**src/rtl/dense_argmax_select.sv**
```systemverilog
// Final classification stage: latches one dense-layer output vector, scans it one
// element per clock, and reports the argmax index/value plus a threshold mask.
module dense_argmax_select #(
  parameter  int QN         = 6,
  parameter  int QM         = 11,
  parameter  int FINAL_SIZE = 16,
  parameter  int THRESH     = 1024,
  localparam int BW         = QN + QM + 1,
  localparam int IDX_W      = (FINAL_SIZE > 1) ? $clog2(FINAL_SIZE) : 1
) (
  input  logic                     clock,
  input  logic                     reset,
  input  logic [FINAL_SIZE*BW-1:0] inputVec,
  input  logic                     dataReady,
  output logic                     in_ready,
  output logic [IDX_W-1:0]         outIndex,
  output logic [BW-1:0]            outValue,
  output logic [FINAL_SIZE-1:0]    outMask,
  output logic                     dataReady_out,
  input  logic                     out_ready,
  output logic [1:0]               state_dbg
);

  // Handshakes: a vector transfers on the posedge where dataReady && in_ready;
  // a result transfers on the posedge where dataReady_out && out_ready.
  typedef enum logic [1:0] {
    IDLE = 2'd0,
    SCAN = 2'd1,
    HOLD = 2'd2
  } state_t;

  localparam logic signed [BW-1:0] THRESH_S = BW'(THRESH);
  localparam logic [IDX_W:0]       CNT_END  = (IDX_W + 1)'(FINAL_SIZE);

  state_t state, state_nxt;

  logic signed [BW-1:0]   vec_r [FINAL_SIZE];
  logic [IDX_W:0]         cnt;
  logic [IDX_W-1:0]       cnt_idx;
  logic signed [BW-1:0]   max_val;
  logic [IDX_W-1:0]       max_idx;
  logic [FINAL_SIZE-1:0]  mask_r;
  logic signed [BW-1:0]   elem0;
  logic signed [BW-1:0]   cur_elem;
  logic [FINAL_SIZE-1:0]  first_mask;
  logic                   capture;

  assign in_ready  = (state == IDLE) && reset;
  assign state_dbg = state;
  assign capture   = dataReady && in_ready;
  assign cnt_idx   = cnt[IDX_W-1:0];
  assign elem0     = inputVec[BW-1:0];
  assign cur_elem  = vec_r[cnt_idx];

  always_comb begin
    first_mask    = '0;
    first_mask[0] = (elem0 > THRESH_S);
  end

  always_ff @(posedge clock or negedge reset) begin
    if (!reset) state <= IDLE;
    else        state <= state_nxt;
  end

  always_comb begin
    state_nxt = state;
    case (state)
      IDLE: if (capture) state_nxt = (FINAL_SIZE == 1) ? HOLD : SCAN;
      SCAN: if (cnt == CNT_END) state_nxt = HOLD;
      HOLD: if (out_ready) state_nxt = IDLE;
      default: state_nxt = IDLE;
    endcase
  end

  // cnt runs to FINAL_SIZE so the last element is folded in before outputs load.
  always_ff @(posedge clock or negedge reset) begin
    if (!reset) begin
      for (int i = 0; i < FINAL_SIZE; i++) vec_r[i] <= '0;
      cnt           <= '0;
      max_val       <= '0;
      max_idx       <= '0;
      mask_r        <= '0;
      outIndex      <= '0;
      outValue      <= '0;
      outMask       <= '0;
      dataReady_out <= 1'b0;
    end else begin
      case (state)
        IDLE: begin
          if (capture) begin
            for (int i = 0; i < FINAL_SIZE; i++) vec_r[i] <= inputVec[i*BW +: BW];
            cnt     <= (IDX_W + 1)'(1);
            max_val <= elem0;
            max_idx <= '0;
            mask_r  <= first_mask;
            if (FINAL_SIZE == 1) begin
              outIndex      <= '0;
              outValue      <= elem0;
              outMask       <= first_mask;
              dataReady_out <= 1'b1;
            end
          end
        end
        SCAN: begin
          if (cnt == CNT_END) begin
            outIndex      <= max_idx;
            outValue      <= max_val;
            outMask       <= mask_r;
            dataReady_out <= 1'b1;
          end else begin
            // Strict compare keeps the lowest index on ties.
            if (cur_elem > max_val) begin
              max_val <= cur_elem;
              max_idx <= cnt_idx;
            end
            mask_r[cnt_idx] <= (cur_elem > THRESH_S);
            cnt             <= cnt + 1'b1;
          end
        end
        HOLD: begin
          if (out_ready) dataReady_out <= 1'b0;
        end
        default: ;
      endcase
    end
  end

endmodule

```
**config.mk**
```make
export PLATFORM = sky130hd
export DESIGN_NAME = dense_argmax_select
export DESIGN_NICKNAME = d
export VERILOG_FILES = /design/src/rtl/dense_argmax_select.sv
export SDC_FILE = /design/constraint.sdc
export NUM_CORES = 1
export LEC_CHECK = 0
export BUFFER_PORTS_ARGS = -buffer_cell sky130_fd_sc_hd__buf_2
export CAP_MARGIN = 30
export CORE_MARGIN = 3
export CORE_UTILIZATION = 50
export CTS_BUF_LIST = sky130_fd_sc_hd__clkbuf_4 sky130_fd_sc_hd__clkbuf_8
export DETAILED_ROUTE_END_ITERATION = 10
export PLACE_DENSITY = 0.84
export SETUP_SLACK_MARGIN = 0.5
export SLEW_MARGIN = 5
export SYNTH_ARGS = -nofsm -noshare
export SYNTH_HDL_FRONTEND = slang
export SYNTH_SLANG_ARGS = --single-unit
```
**constraint.sdc**
```tcl
create_clock -name clock -period 14.7 [get_ports clock]
set_clock_uncertainty 0.2 [all_clocks]
set_input_delay 0.735 -clock clock [delete_from_list [all_inputs] [get_ports clock]]
set_output_delay 0.735 -clock clock [all_outputs]
set_load 0.05 [all_outputs]
```
* Word-level counts from Yosys, hierarchy flattened
Index checks and enable logic that the tools add are counted.
** Cells by class
- Add/subtract/negate cells :: 1
- Magnitude comparators :: 6
- Equality and inequality tests :: 8
- Mux-type cells :: 27
- Bitwise operators :: 1
- Reduce and logical (&&, ||, !) cells :: 12
** Operator list (count)
- $mux W18 :: 5
- $bmux W18 S4 :: 1
- $gt A18 B12 Y1 const B :: 2
- $pmux W18 S2 :: 1
- $mux W16 :: 2
- $pmux W16 S2 :: 1
- $gt A18 B18 Y1 :: 1
- $bwmux W16 :: 1
- $mux W4 :: 3
- $mux W5 :: 2
- $ne A2 B2 Y1 const B :: 5
- $pmux W5 S2 :: 1
- $reduce_and A3 Y1 :: 3
- $pmux W4 S2 :: 1
- $mux W2 :: 3
- $pmux W2 S3 :: 1
- $add A5 B1 Y5 const B :: 1
- $eq A5 B5 Y1 const B :: 1
- $ge A5 B5 Y1 const B :: 1
- $lt A4 B5 Y1 const B :: 1
- $not A4 Y5 :: 1
- $demux W1 S4 :: 1
- $ge A4 B1 Y1 const B :: 1
- $reduce_and A2 Y1 :: 2
- other kinds (8) :: 13
** Word-level totals
- Flip-flop bits (word level) :: 372
- Input port bits :: 292
- Output and inout bits :: 42
- Word-level logic and storage cells :: 80

* Depth between registers and ports, before layout
- Word-level depth :: 8
- Gate-level depth with buffers :: 17
- Gate-level depth less buffers :: 12

* Worst setup path after synthesis
No wires, ideal clock.
- Kind :: register to register
- Start :: reg cnt[1]
- End :: reg max_val[10]
- Setup time :: 143 ps
- Arrival :: 4426 ps
- Data required time :: 14357 ps
- Setup slack :: 9931 ps
- Cell stages (with the launch flop) :: 15
- Buffers on the path :: 4
- Period minus slack after synthesis :: 4769 ps
- Path through :: dfrtp_1 -> clkbuf_1 -> clkbuf_1 -> buf_1 -> mux4_2 -> mux2_2 -> o21ai_1 -> inv_1 -> ha_1 -> nand4_1 -> nor2_1 -> a2111oi_0 -> mux2i_1 -> clkbuf_1 -> a22oi_1
** On the way
- Word-level cells in the longest chain between the ends :: 7
- Elaborated cells between the ends (all ways) :: 12
- Those cells by class :: order compare (1); eq/ne (3); mux (6); bitwise (1); reduce/logical (1)
** RTL lines
- from (decl) :: RTL line 38 : logic [IDX_W:0] cnt;
- from (signal assigned) :: RTL line 92 : cnt <= (IDX_W + 1)'(1);
- from (signal assigned) :: RTL line 117 : cnt <= cnt + 1'b1;
- $not A4 Y5 (implied by the code) :: RTL line 53 : assign cur_elem = vec_r[cnt_idx];
- $bmux W18 S4 :: RTL line 53
- $mux W18 (implied by the code) (2 in a row) :: RTL line 53
- $gt A18 B18 Y1 or $mux W18 (tied branches) :: RTL line 112 : if (cur_elem > max_val) begin
- $ne A2 B2 Y1 (no line) or $mux W18 (tied branches)
- $reduce_and A4 Y1 (no line) or $pmux W18 S2 (tied branches)
- to (signal assigned) :: RTL line 93 : max_val <= elem0;
- to (signal assigned) :: RTL line 113 : max_val <= cur_elem;
- to (decl) :: RTL line 40 : logic signed [BW-1:0] max_val;
Several ways; a longest one is shown, not always the timed one. The select of a mux whose other input is x is not followed.
A chain may end at the register's enable or synchronous reset.

* Worst setup path in the final report
- Start :: reg cnt[0]
- End :: reg max_val[4]
Same word-level chain as after synthesis.

==> metrics.md <==
| Metric | Value |
|---|---|
| Reg2Reg Depth | 14 |
| Unrepaired setup endpoints after global routing | false |
| Total wire length | 51770 µm |
| Number of routed nets with antenna violations | 0 |
| Instance count of the mapped netlist | 1800 |
| Clock sink count | about 370 |
| Register Area | 9316 µm² |
| Vias in the first global route | 14410 |
| GP Congestion | 0.9171 |
| Num CTS Buffers | 57 |
| Filler Cell Count | roughly 2700 |
| Unique masters post-synth | 43 |
| Final count of pins violating max slew | 0 |
| Hold-fix buffers, CTS | 0 |
| Die extent in y | 191.1 µm |
| Relative max-transition margin | 0.2603 |
| Area of the die | 36530 µm² |
| Yosys synthesis warning count | 0 |
| Area of combinational cells with multiple inputs | 7233 µm² |
| Critical path startpoint | cnt[0] |
| Arrival time reported for the critical path endpoint | approximately 6000 ps |
| Worst min path class | in2async |
| Category of the worst setup path capture point | flip-flop |
| Most frequent standard cell in the layout excluding fill and tap cells | nand2_1 |
| Overflow after GRT | 0 |
| Critical Path Start Type | flip-flop |
| Number of vias per cell after detailed routing | 5.621 |
| X dimension of the die | roughly 190 µm |
| Least-Margin Pin Slew | 1110 ps |
| Row count | 67 |
| Starting density of the core | 0.5097 |
| CP Class | reg2reg |
| Fraction of the yosys area taken by sequential cells | 0.5433 |
| Bufs on Longest Clock Path | 3 |
| Crit path to | max_val[4] |
| Share of layout cells above drive strength 1 | 0.2620 |
| Number of primary I/O pins | 334 |
| Synth-to-layout area growth | 19.17% |
| Core area | 33620 µm² |
| Worst setup slack after layout | approximately 9000 ps |
| Routed wirelength normalized by instance count | 20.02 µm |
| Total global-route track usage | 0.2806 |
| Outcome | complete, no violations |
| DR vias | around 15000 |
| Count of maximum capacitance violations | 0 |
| Netlist area before placement | 17140 µm² |
| Drt drc | 0 |
| Highest ir drop seen on vdd | 0.0001468 V |
| Cells after DPL | 2483 |
| Commonest cells after routing, fill and taps aside | nand2_1 (906), dfrtp_1 (370), buf_2 (332) |
| Number of I/O port buffers | around 330 |
| Worst reg2reg setup slack | 8970 ps |
| CTS tree | built |
| Post-CTS Setup Repair Bufs | 0 |
| Mean Syn Cell Area | 9.520 µm² |
| Count of instances resized after the clock tree is built | 0 |
| Synthesized netlist net count | between 2000 and 2500 |
| Root Driver | clkbuf_8 |
| Crit path required time | 14950 ps |
| Power per cell area | roughly 250 nW/µm² |
| Number of DRC markers after the initial detailed-route iteration | 1186 |
| Final critical path time including I/O delays and setup | 5730 ps |
| Pin count of the biggest net entering global routing | 245 |
| Post-layout net count | 2409 |
| Insertion delay of the later-clocked pin in the worst-skew pair | ~600 ps |
| Maximum clock frequency | approximately 170 MHz |
| Hpwl dp | 37650 µm |
| Final Hold Vio Count | 0 |
| Global-route wire length before repair | 78980 µm |
| Final setup viols | 0 |
| Number of antenna violations at the first check in global routing | 2 |
| Router iterations before antenna repair | 5 |
| Startpoint of the worst register-to-register path | cnt[0] |
| Crit Reg-Reg Endpoint | max_val[4] |
| Number of levels in the clock H-tree | 2 |
| Worst setup slack before clock tree synthesis | 8611 ps |
| Final-layout setup total negative slack | 0 ps |
| Clock input transition at the sequential cells of the worst setup and hold paths | about 70 ps |
| Leakage component of the power | 10.88 nW |
| Share of the clock period used by the worst path | 0.3898 |
| Register bit count reported by yosys | 372 |
| Final cell count without fillers | 2586 |
| Maximum fanout count along the critical path | 47 |
-- report_power, final --
part           switching, mW  leakage (nW)  internal (mW)
Combinational           1.28          5.53          0.921
Clock                  0.406         0.683          0.545
Sequential             0.372          4.67           1.53
-- worst max-delay path: stages, from the launching register on --
cell and delay, ps:
dfrtp_4 850, buf_4 790, mux4_1 650, a22oi_1 300
nand2_1 180, ha_1 330, a21o_1 190, a21o_1 170
a21oi_1 140, o211ai_1 120, a2111oi_0 410, dlymetal6s2s_1 250
mux2i_2 620, buf_6 250, a22oi_1 110
-- layout make-up --
type	instances	area share
Clock buffer	90	0.05606
Multi-Input combinational cell	1283	0.3542
Inverter	28	0.005147
Antenna cell	1	0.0001225
Clock inverter	11	0.006556
Tap cell	448	0.02745
Timing Repair Buffer	353	0.09423
Sequential cell	372	0.4562
-- logic make-up after synthesis --
family | count (synthesis) | synth area share
and+or+nand+nor | 987 | 0.2222
DFF | 372 | 0.5433
AOI/OAI and AO/OA | 170 | 0.06535
buffers and inverters | 145 | 0.03585
muxes | 102 | 0.1162
adders and majority gates | 22 | 0.01606
xor gates and xnor gates | 2 | 0.001022
-- worst min path at each step --
stage               depth (start not counted)          end  startpoint
detailed placement                          2   vec_r[222]  vec_r[222]
global placement                            2   vec_r[255]  vec_r[255]
finish                                      1  outValue[3]       reset
floorplan                                   0       cnt[0]       reset
global route                                1  outValue[3]       reset
CTS                                         1   outMask[0]       reset
-- sequential cells by signal, indices dropped and copies added (netlist names) --
name	flops
cnt	5
dataReady_out	1
mask_r	16
max_idx	4
max_val	18
outIndex	4
outMask	16
outValue	18
state_dbg	2
vec_r	288
-- layer usage --
metal,track usage,share of wire,vias up
met5,0,0.00052,-
met4,0.1137,0.042,4
met3,0.05483,0.089,136
met2,0.4603,0.49,777
met1,0.3701,0.38,7113
li1,-,-,6505
-- cell usage after synthesis --
library cell,n,area share
a221o_1,1,0.00058
and2_1,8,0.0029
o41ai_4,1,0.0016
a41oi_1,1,0.00051
buf_1,9,0.0020
xnor2_1,2,0.0010
mux2i_1,7,0.0041
o21ai_2,9,0.0046
nor2_1,35,0.0077
a21o_1,5,0.0022
nor4_2,1,0.00073
nand3_1,16,0.0047
buf_4,2,0.00088
nor3b_1,1,0.00044
mux4_1,8,0.012
a22oi_1,48,0.021
o22ai_1,1,0.00037
a21oi_2,1,0.00051
or4_1,2,0.00088
clkbuf_1,98,0.021
buf_6,2,0.0013
inv_1,28,0.0061
nand2b_1,2,0.00073
buf_12,2,0.0023
nand4_1,6,0.0022
a2111oi_0,2,0.0010
a21oi_1,33,0.0096
nand2_1,907,0.20
buf_2,3,0.00088
o21ai_1,11,0.0032
a211oi_1,18,0.0079
nor4_1,3,0.0011
buf_8,1,0.00088
nor2b_1,6,0.0022
o211ai_1,1,0.00044
dfrtp_1,372,0.54
o31ai_1,2,0.00088
mux2_2,22,0.014
a31oi_1,2,0.00073
ha_1,22,0.016
a22o_1,1,0.00051
o21ai_0,33,0.0096
mux4_2,65,0.085
-- metrics by stage --
stage / instance area (µm²) / hold WS (ps) / total power [mW] / utilization
floorplan: 17140 / 237.3 / 3.374 / -
global placement: 19020 / 251.7 / 3.940 / 0.5659
detailed placement: 19130 / 257.2 / 4.064 / 0.5690
CTS: 20410 / 37.14 / 5.026 / 0.6070
global route: 20420 / 63.25 / 5.356 / 0.6074
finish: 20420 / 5.629 / 5.054 / 0.6075
Power figures use the tool's default switching activity.
